==> config.mk <==
export PLATFORM = sky130hd
export DESIGN_NAME = multiplicador_seq_flat
export DESIGN_NICKNAME = d
export VERILOG_FILES = /design/src/rtl/multiplicador_pkg.sv /design/src/rtl/multiplicador_seq_if.sv /design/src/rtl/multiplicador_seq_uc.sv /design/src/rtl/multiplicador_seq.sv /design/src/flat_wrapper.sv
export SDC_FILE = /design/constraint.sdc
export NUM_CORES = 1
export LEC_CHECK = 0
export CAP_MARGIN = 20
export CORE_MARGIN = 4
export CORE_UTILIZATION = 55
export CTS_BUF_LIST = sky130_fd_sc_hd__clkbuf_2
export DETAILED_ROUTE_END_ITERATION = 10
export GPL_ROUTABILITY_DRIVEN = 1
export PLACE_DENSITY_LB_ADDON = 0.3
export SLEW_MARGIN = 5
export SYNTH_ARGS = -nofsm -noshare
export SYNTH_HDL_FRONTEND = slang
export SYNTH_SLANG_ARGS = --single-unit
==> constraint.sdc <==
create_clock -name clk -period 2.5 [get_ports clk]
set_input_delay 0.75 -clock clk [delete_from_list [all_inputs] [get_ports clk]]
set_output_delay 0.75 -clock clk [all_outputs]
set_load 0.05 [all_outputs]
==> src/rtl/multiplicador_pkg.sv <==
`default_nettype none
// ============================================================================
//  Module   : multiplicador_pkg
//  Brief    : State encodings, default width and magnitude helper for the
//             sequential shift-add multiplier.
//  Revision : 1.0 - initial release
// ============================================================================
package multiplicador_pkg;

  localparam int c_default_n = 8;
  // Working width of the magnitude helper; operands are zero-extended to it.
  localparam int c_mag_w     = 64;

  typedef enum logic [2:0] {
    IDLE  = 3'd0,
    TEST  = 3'd1,
    ADD   = 3'd2,
    SHIFT = 3'd3,
    DONE  = 3'd4
  } state_t;

  function automatic logic [c_mag_w-1:0] magnitude(input logic [c_mag_w-1:0] v,
                                                   input logic               neg);
    return neg ? -v : v;
  endfunction

endpackage
`default_nettype wire

==> src/rtl/multiplicador_seq_if.sv <==
`default_nettype none
// ============================================================================
//  Module   : multiplicador_seq_if
//  Brief    : Start/done request bus of the sequential multiplier.
//  Revision : 1.0 - initial release
// ============================================================================
interface multiplicador_seq_if
  import multiplicador_pkg::*;
#(
  parameter int N = c_default_n
);

  logic           start;
  logic           sgn;
  logic [N-1:0]   a;
  logic [N-1:0]   b;
  logic [2*N-1:0] p;
  logic           done;
  logic           busy;

  modport master (output start, sgn, a, b, input  p, done, busy);
  modport slave  (input  start, sgn, a, b, output p, done, busy);

endinterface
`default_nettype wire

==> src/rtl/multiplicador_seq_uc.sv <==
`default_nettype none
// ============================================================================
//  Module   : multiplicador_seq_uc
//  Brief    : Control FSM of the shift-add multiplier; the skip input is tied
//             low by the top unless MULT_ZERO_SKIP_EN is defined.
//  Revision : 1.0 - initial release
// ============================================================================
module multiplicador_seq_uc
  import multiplicador_pkg::*;
(
  input  logic clk,
  input  logic rst,
  input  logic start,
  input  logic skip,
  input  logic q0,
  input  logic last,
  output logic load,
  output logic add,
  output logic shift,
  output logic clr_p,
  output logic done,
  output logic busy
);

  state_t r_state;
  state_t w_state_nx;

  always_ff @(posedge clk) begin
    if (rst) r_state <= IDLE;
    else     r_state <= w_state_nx;
  end

  always_comb begin
    w_state_nx = r_state;
    load       = 1'b0;
    add        = 1'b0;
    shift      = 1'b0;
    clr_p      = 1'b0;
    done       = 1'b0;
    busy       = 1'b0;
    case (r_state)
      IDLE: begin
        if (start) begin
          if (skip) begin
            clr_p      = 1'b1;
            w_state_nx = DONE;
          end else begin
            load       = 1'b1;
            w_state_nx = TEST;
          end
        end
      end
      TEST: begin
        busy       = 1'b1;
        w_state_nx = q0 ? ADD : SHIFT;
      end
      ADD: begin
        busy       = 1'b1;
        add        = 1'b1;
        w_state_nx = SHIFT;
      end
      SHIFT: begin
        busy       = 1'b1;
        shift      = 1'b1;
        w_state_nx = last ? DONE : TEST;
      end
      DONE: begin
        done = 1'b1;
        // A held request parks here so it cannot retrigger.
        if (!start) w_state_nx = IDLE;
      end
      default: w_state_nx = IDLE;
    endcase
  end

endmodule
`default_nettype wire

==> src/rtl/multiplicador_seq.sv <==
`default_nettype none
// ============================================================================
//  Module   : multiplicador_seq
//  Brief    : Parametrised sequential shift-add multiplier, signed/unsigned,
//             with optional zero-operand shortcut (MULT_ZERO_SKIP_EN).
//  Revision : 1.0 - initial release
// ============================================================================
module multiplicador_seq
  import multiplicador_pkg::*;
#(
  parameter int N = c_default_n
) (
  input  logic                clk,
  input  logic                rst,
  multiplicador_seq_if.slave  bus
);

  localparam int              c_cw       = $clog2(N + 1);
  localparam logic [c_cw-1:0] c_cnt_init = c_cw'(N);
  localparam logic [c_cw-1:0] c_cnt_one  = c_cw'(1);

  logic [N-1:0]     r_a, r_b, r_q;
  logic             r_c;
  logic [c_cw-1:0]  r_cnt;
  logic             r_neg;
  logic [2*N-1:0]   r_p;

  logic             w_load, w_add, w_shift, w_clr_p, w_skip, w_last;
  logic [c_mag_w-1:0] w_a_mag_full, w_b_mag_full;
  logic             w_unused_mag;
  logic [2*N-1:0]   w_prod;

  assign w_a_mag_full = magnitude(c_mag_w'(bus.a), bus.sgn & bus.a[N-1]);
  assign w_b_mag_full = magnitude(c_mag_w'(bus.b), bus.sgn & bus.b[N-1]);
  assign w_unused_mag = ^{w_a_mag_full, w_b_mag_full};

`ifdef MULT_ZERO_SKIP_EN
  assign w_skip = (bus.a == '0) || (bus.b == '0);
`else
  assign w_skip = 1'b0;
`endif

  assign w_last = (r_cnt == c_cnt_one);
  // {A,Q} after this cycle's right shift; C lands in A's MSB.
  assign w_prod = {r_c, r_a, r_q[N-1:1]};

  always_ff @(posedge clk) begin
    if (rst) begin
      r_a   <= '0;
      r_b   <= '0;
      r_q   <= '0;
      r_c   <= 1'b0;
      r_cnt <= '0;
      r_neg <= 1'b0;
      r_p   <= '0;
    end else if (w_load) begin
      r_b   <= w_b_mag_full[N-1:0];
      r_q   <= w_a_mag_full[N-1:0];
      r_a   <= '0;
      r_c   <= 1'b0;
      r_cnt <= c_cnt_init;
      r_neg <= bus.sgn & (bus.a[N-1] ^ bus.b[N-1]);
    end else if (w_add) begin
      {r_c, r_a} <= {1'b0, r_a} + {1'b0, r_b};
    end else if (w_shift) begin
      r_c   <= 1'b0;
      r_a   <= {r_c, r_a[N-1:1]};
      r_q   <= {r_a[0], r_q[N-1:1]};
      r_cnt <= r_cnt - c_cnt_one;
      if (w_last) r_p <= r_neg ? -w_prod : w_prod;
    end else if (w_clr_p) begin
      r_p <= '0;
    end
  end

  assign bus.p = r_p;

  multiplicador_seq_uc u_uc (
    .clk   (clk),
    .rst   (rst),
    .start (bus.start),
    .skip  (w_skip),
    .q0    (r_q[0]),
    .last  (w_last),
    .load  (w_load),
    .add   (w_add),
    .shift (w_shift),
    .clr_p (w_clr_p),
    .done  (bus.done),
    .busy  (bus.busy)
  );

endmodule
`default_nettype wire

==> src/flat_wrapper.sv <==
// flat-port wrapper written by rule: the top's interface ports become plain ports
module multiplicador_seq_flat import multiplicador_pkg::*;
#(
  parameter int N = c_default_n
)
  (clk, rst, bus_start, bus_sgn, bus_a, bus_b, bus_p, bus_done, bus_busy);
  multiplicador_seq_if #(.N(N)) bus_i ();
  input  logic clk;
  input  logic rst;
  input wire logic [$bits(bus_i.start)-1:0] bus_start;
  input wire logic [$bits(bus_i.sgn)-1:0] bus_sgn;
  input wire logic [$bits(bus_i.a)-1:0] bus_a;
  input wire logic [$bits(bus_i.b)-1:0] bus_b;
  output wire logic [$bits(bus_i.p)-1:0] bus_p;
  output wire logic [$bits(bus_i.done)-1:0] bus_done;
  output wire logic [$bits(bus_i.busy)-1:0] bus_busy;
  assign bus_i.start = bus_start;
  assign bus_i.sgn = bus_sgn;
  assign bus_i.a = bus_a;
  assign bus_i.b = bus_b;
  assign bus_p = bus_i.p;
  assign bus_done = bus_i.done;
  assign bus_busy = bus_i.busy;
  multiplicador_seq #(.N(N)) u_core (.clk(clk), .rst(rst), .bus(bus_i));
endmodule
==> metrics.json <==
{
  "route": {
    "detailroute.via_count": 2644,
    "drt-pass1-iter-count": 4,
    "drt_first_iter_violations": 139,
    "routed_wire_length_per_instance_microns": 13.0,
    "drt.antenna.violating_nets": 0,
    "viasPerCell": 5.71,
    "route.detailed.drc": 0,
    "wirelength_microns": 6020
  },
  "worst_setup_path": {
    "cp_max_fo": 2,
    "worstPathRequired_ps": 1750,
    "arr_time_crit_path_ps": 1620,
    "timing.critical_path.slowest_stage_cell": "clkdlybuf4s50_1",
    "critical_path.startpoint_type": "flop",
    "crit_chain": "clkdlybuf4s50_1",
    "critical_path_sink_type": "output pin",
    "crit_type": "reg -> out",
    "critical-path-top-delay-family": "buffers and inverters",
    "path_buf_inv": 1,
    "timing.critical_path.slowest_cell_delay_ps": 800
  },
  "global_routing": {
    "antenna_violations_before_repair": 0,
    "grt.total_usage_pct": 18.9,
    "grt_remaining_overflow": 0,
    "first_pass_grt_wire_length_microns": 9850,
    "grt_max_degree": 29,
    "grt_pass1_vias": 2304
  },
  "floorplan": {
    "dieHeight_microns": 80.3,
    "initial_core_util_pct": 56.7,
    "fp.dieW_microns": 80.3,
    "dieArea_sq_um": 6450,
    "io_pins": 38,
    "coreArea_sq_um": 5070,
    "core.rowCount": 26
  },
  "clock_tree": {
    "h_tree_level_count": 2,
    "numCtsBuffers": 5,
    "cts_tree": "yes",
    "worst_skew_pair.late_latency_ps": 420,
    "clock_tree.buffer_depth": 2,
    "root_buffer": "clkbuf_2",
    "cts_resized": 0,
    "post-cts-setup-buffer-count": 0,
    "clkSinkCount": 49,
    "cts.reportedPaths.clkPinSlew_ps": 240,
    "cts_hold_buf": 0
  },
  "cells_and_area": {
    "n_antenna_cell": 0,
    "layout.core_utilization_pct": 67.0,
    "non_filler_instances": 463,
    "post_layout_net_count": 427,
    "layout-drive-gt1-share_pct": 6.62,
    "areaGrowthSynthToFinish_pct": 18.1
  },
  "power_and_ir_drop": {
    "cellPowerDensity_nw_per_um2": 535,
    "power_leakage_nw": 1.24,
    "vdd_drop_max_mv": 0.224
  },
  "placed_design": {
    "place.gp.congestion": 0.834,
    "placement.io_buffers": 37,
    "place.detailed.instances": 456,
    "dp_hpwl_microns": 4630
  },
  "flow_run": {
    "max_cap_violations": 0
  },
  "sta": {
    "maxSlewViolCount": 0,
    "clock_skew_ps": 9.70,
    "achievable-frequency_mhz": 422,
    "tns_setup_ps": 0,
    "slew_limit_headroom_pct": 60.1,
    "final_period_minus_worst_setup_slack_ps": 2370,
    "setup_viol_count_final": 0,
    "tightest_slew_ps": 597,
    "post-route-period-util_pct": 94.8,
    "hold_violations": 0,
    "rsz0062_at_grt": "no"
  },
  "synthesis": {
    "synth.yosys.seq_area_share_pct": 34.1,
    "synth_enable_flop_cells": 0,
    "synth.ff_latch_count": 49,
    "syn_area_per_cell_sq_um": 8.01,
    "synth_area_sq_um": 2880,
    "netlist_instances": 359,
    "synth_cell_types": 49,
    "count_of_warnings_emitted_by_yosys": 0,
    "yosys_most_used_dff": "dfxtp_1",
    "post_synth_net_total": 393,
    "synth_async_sr_flop_share_pct": 0
  },
  "min_path": {
    "timing.hold.worst.class": "reg -> reg"
  },
  "status": {
    "run_status": "completed"
  }
}
## flip-flops by register name, summed over array words and instances (netlist names)
| signal | count |
|---|---|
| u_core.r_a | 8 |
| u_core.r_neg | 1 |
| u_core.r_b | 8 |
| u_core.r_c | 1 |
| u_core.r_cnt | 4 |
| u_core.u_uc.r_state | 3 |
| u_core.bus.p | 16 |
| u_core.r_q | 8 |
## cell type report
| class | instances | area, sq um |
|---|---|---|
| clock inverters | 2 | 35.0 |
| fillers | 464 | 1680 |
| flip-flops and latches | 49 | 981 |
| multi-input cells | 277 | 1760 |
| repair buffers | 48 | 460 |
| well taps | 70 | 87.6 |
| clock buffers | 5 | 25.0 |
| inverters | 12 | 45.0 |
## through the flow
| step | hold WS [ps] | power (W) | setup slack, ps | cell area, sq um |
|---|---|---|---|---|
| 6_report | 483 | 0.00182 | 130 | 3400 |
| 5_1_grt | 507 | 0.00191 | 50.8 | 3400 |
| 4_1_cts | 485 | 0.00183 | 97.4 | 3400 |
| 3_5_place_dp | 459 | 0.00142 | 192 | 3340 |
| 3_3_place_gp | 452 | 0.00141 | 216 | 3340 |
| 2_1_floorplan | 434 | 0.00126 | 453 | 2880 |
## layer usage
layer  GRT usage (%)  part of all wire [%]  wire length (microns)
met1            24.6                    48                   2890
met2            31.3                    46                   2780
met3            2.58                   4.4                    263
met4            7.77                   1.5                     90
met5               0                     0                      0
## cells by family (layout without fill, tap and decap cells)
logic type      Yosys count  after routing  share of synthesized area (%)
simple gates            135            135                           21.7
compound gates           98             98                           23.8
flops                    49             49                           34.1
buf+inv                  33             67                           4.78
xor+xnor                 26             26                           7.92
fa+ha+maj                14             14                           6.35
mux                       4              4                           1.44
## where the power goes
| part | internal [W] | switching, W | total [W] |
|---|---|---|---|
| Combinational | 0.000223 | 0.000277 | 0.000500 |
| Sequential | 0.000836 | 0.0000740 | 0.000910 |
| Clock | 0.000162 | 0.000247 | 0.000409 |
## Yosys cell counts (2+ instances only)
cell	count	share of area, %
xor2_1	17	5.2
inv_1	12	1.6
a311oi_1	9	2.7
o21a_1	4	1.0
o21ai_0	14	2.4
or4_4	2	0.78
nor2b_1	3	0.65
nand2_1	37	4.8
nand3b_1	4	1.0
xnor2_1	9	2.7
o41ai_1	2	0.61
buf_4	3	0.78
a31oi_1	3	0.65
buf_2	2	0.35
a21o_1	2	0.52
and2_1	3	0.65
dfxtp_1	49	34
nor2_1	54	7.0
and3_1	2	0.43
ha_1	13	5.7
or4_1	3	0.78
nor3_1	10	1.7
mux2i_1	3	1.0
a211oi_1	23	6.0
nor4_1	3	0.65
or3_1	4	0.87
clkbuf_1	14	1.8
o211ai_1	2	0.52
o31ai_1	5	1.3
buf_1	2	0.26
o31a_1	2	0.61
a21oi_1	23	4.0
nand3_1	5	0.87
## layout by cell type, fill, tap and decap left out, drive strengths merged, types with 4 or more instances in the layout
| master | count |
|---|---|
| a211oi | 23 |
| a21oi | 23 |
| a311oi | 9 |
| buf | 13 |
| clkbuf | 5 |
| clkdlybuf4s50 | 35 |
| dfxtp | 49 |
| ha | 13 |
| inv | 12 |
| nand2 | 37 |
| nand3 | 5 |
| nand3b | 4 |
| nor2 | 54 |
| nor3 | 10 |
| o21a | 4 |
| o21ai | 14 |
| o31ai | 5 |
| or3 | 4 |
| or4 | 5 |
| xnor2 | 9 |
| xor2 | 17 |
## final timing paths
| kind | start | to | slack [ps] | cells after the start |
|---|---|---|---|---|
| max reg2reg | u_core.r_a[1]$_SDFFE_PP0P_ | u_core.bus.p[15]$_SDFFE_PP0P_ | 410 | 5 |
| min reg2reg | u_core.r_q[0]$_SDFFE_PP0P_ | u_core.r_q[0]$_SDFFE_PP0P_ | 480 | 2 |
| max | u_core.bus.p[15]$_SDFFE_PP0P_ | bus_p[15] | 130 | 1 |
| min | u_core.r_q[0]$_SDFFE_PP0P_ | u_core.r_q[0]$_SDFFE_PP0P_ | 480 | 2 |
Power figures use the tool's default switching activity.
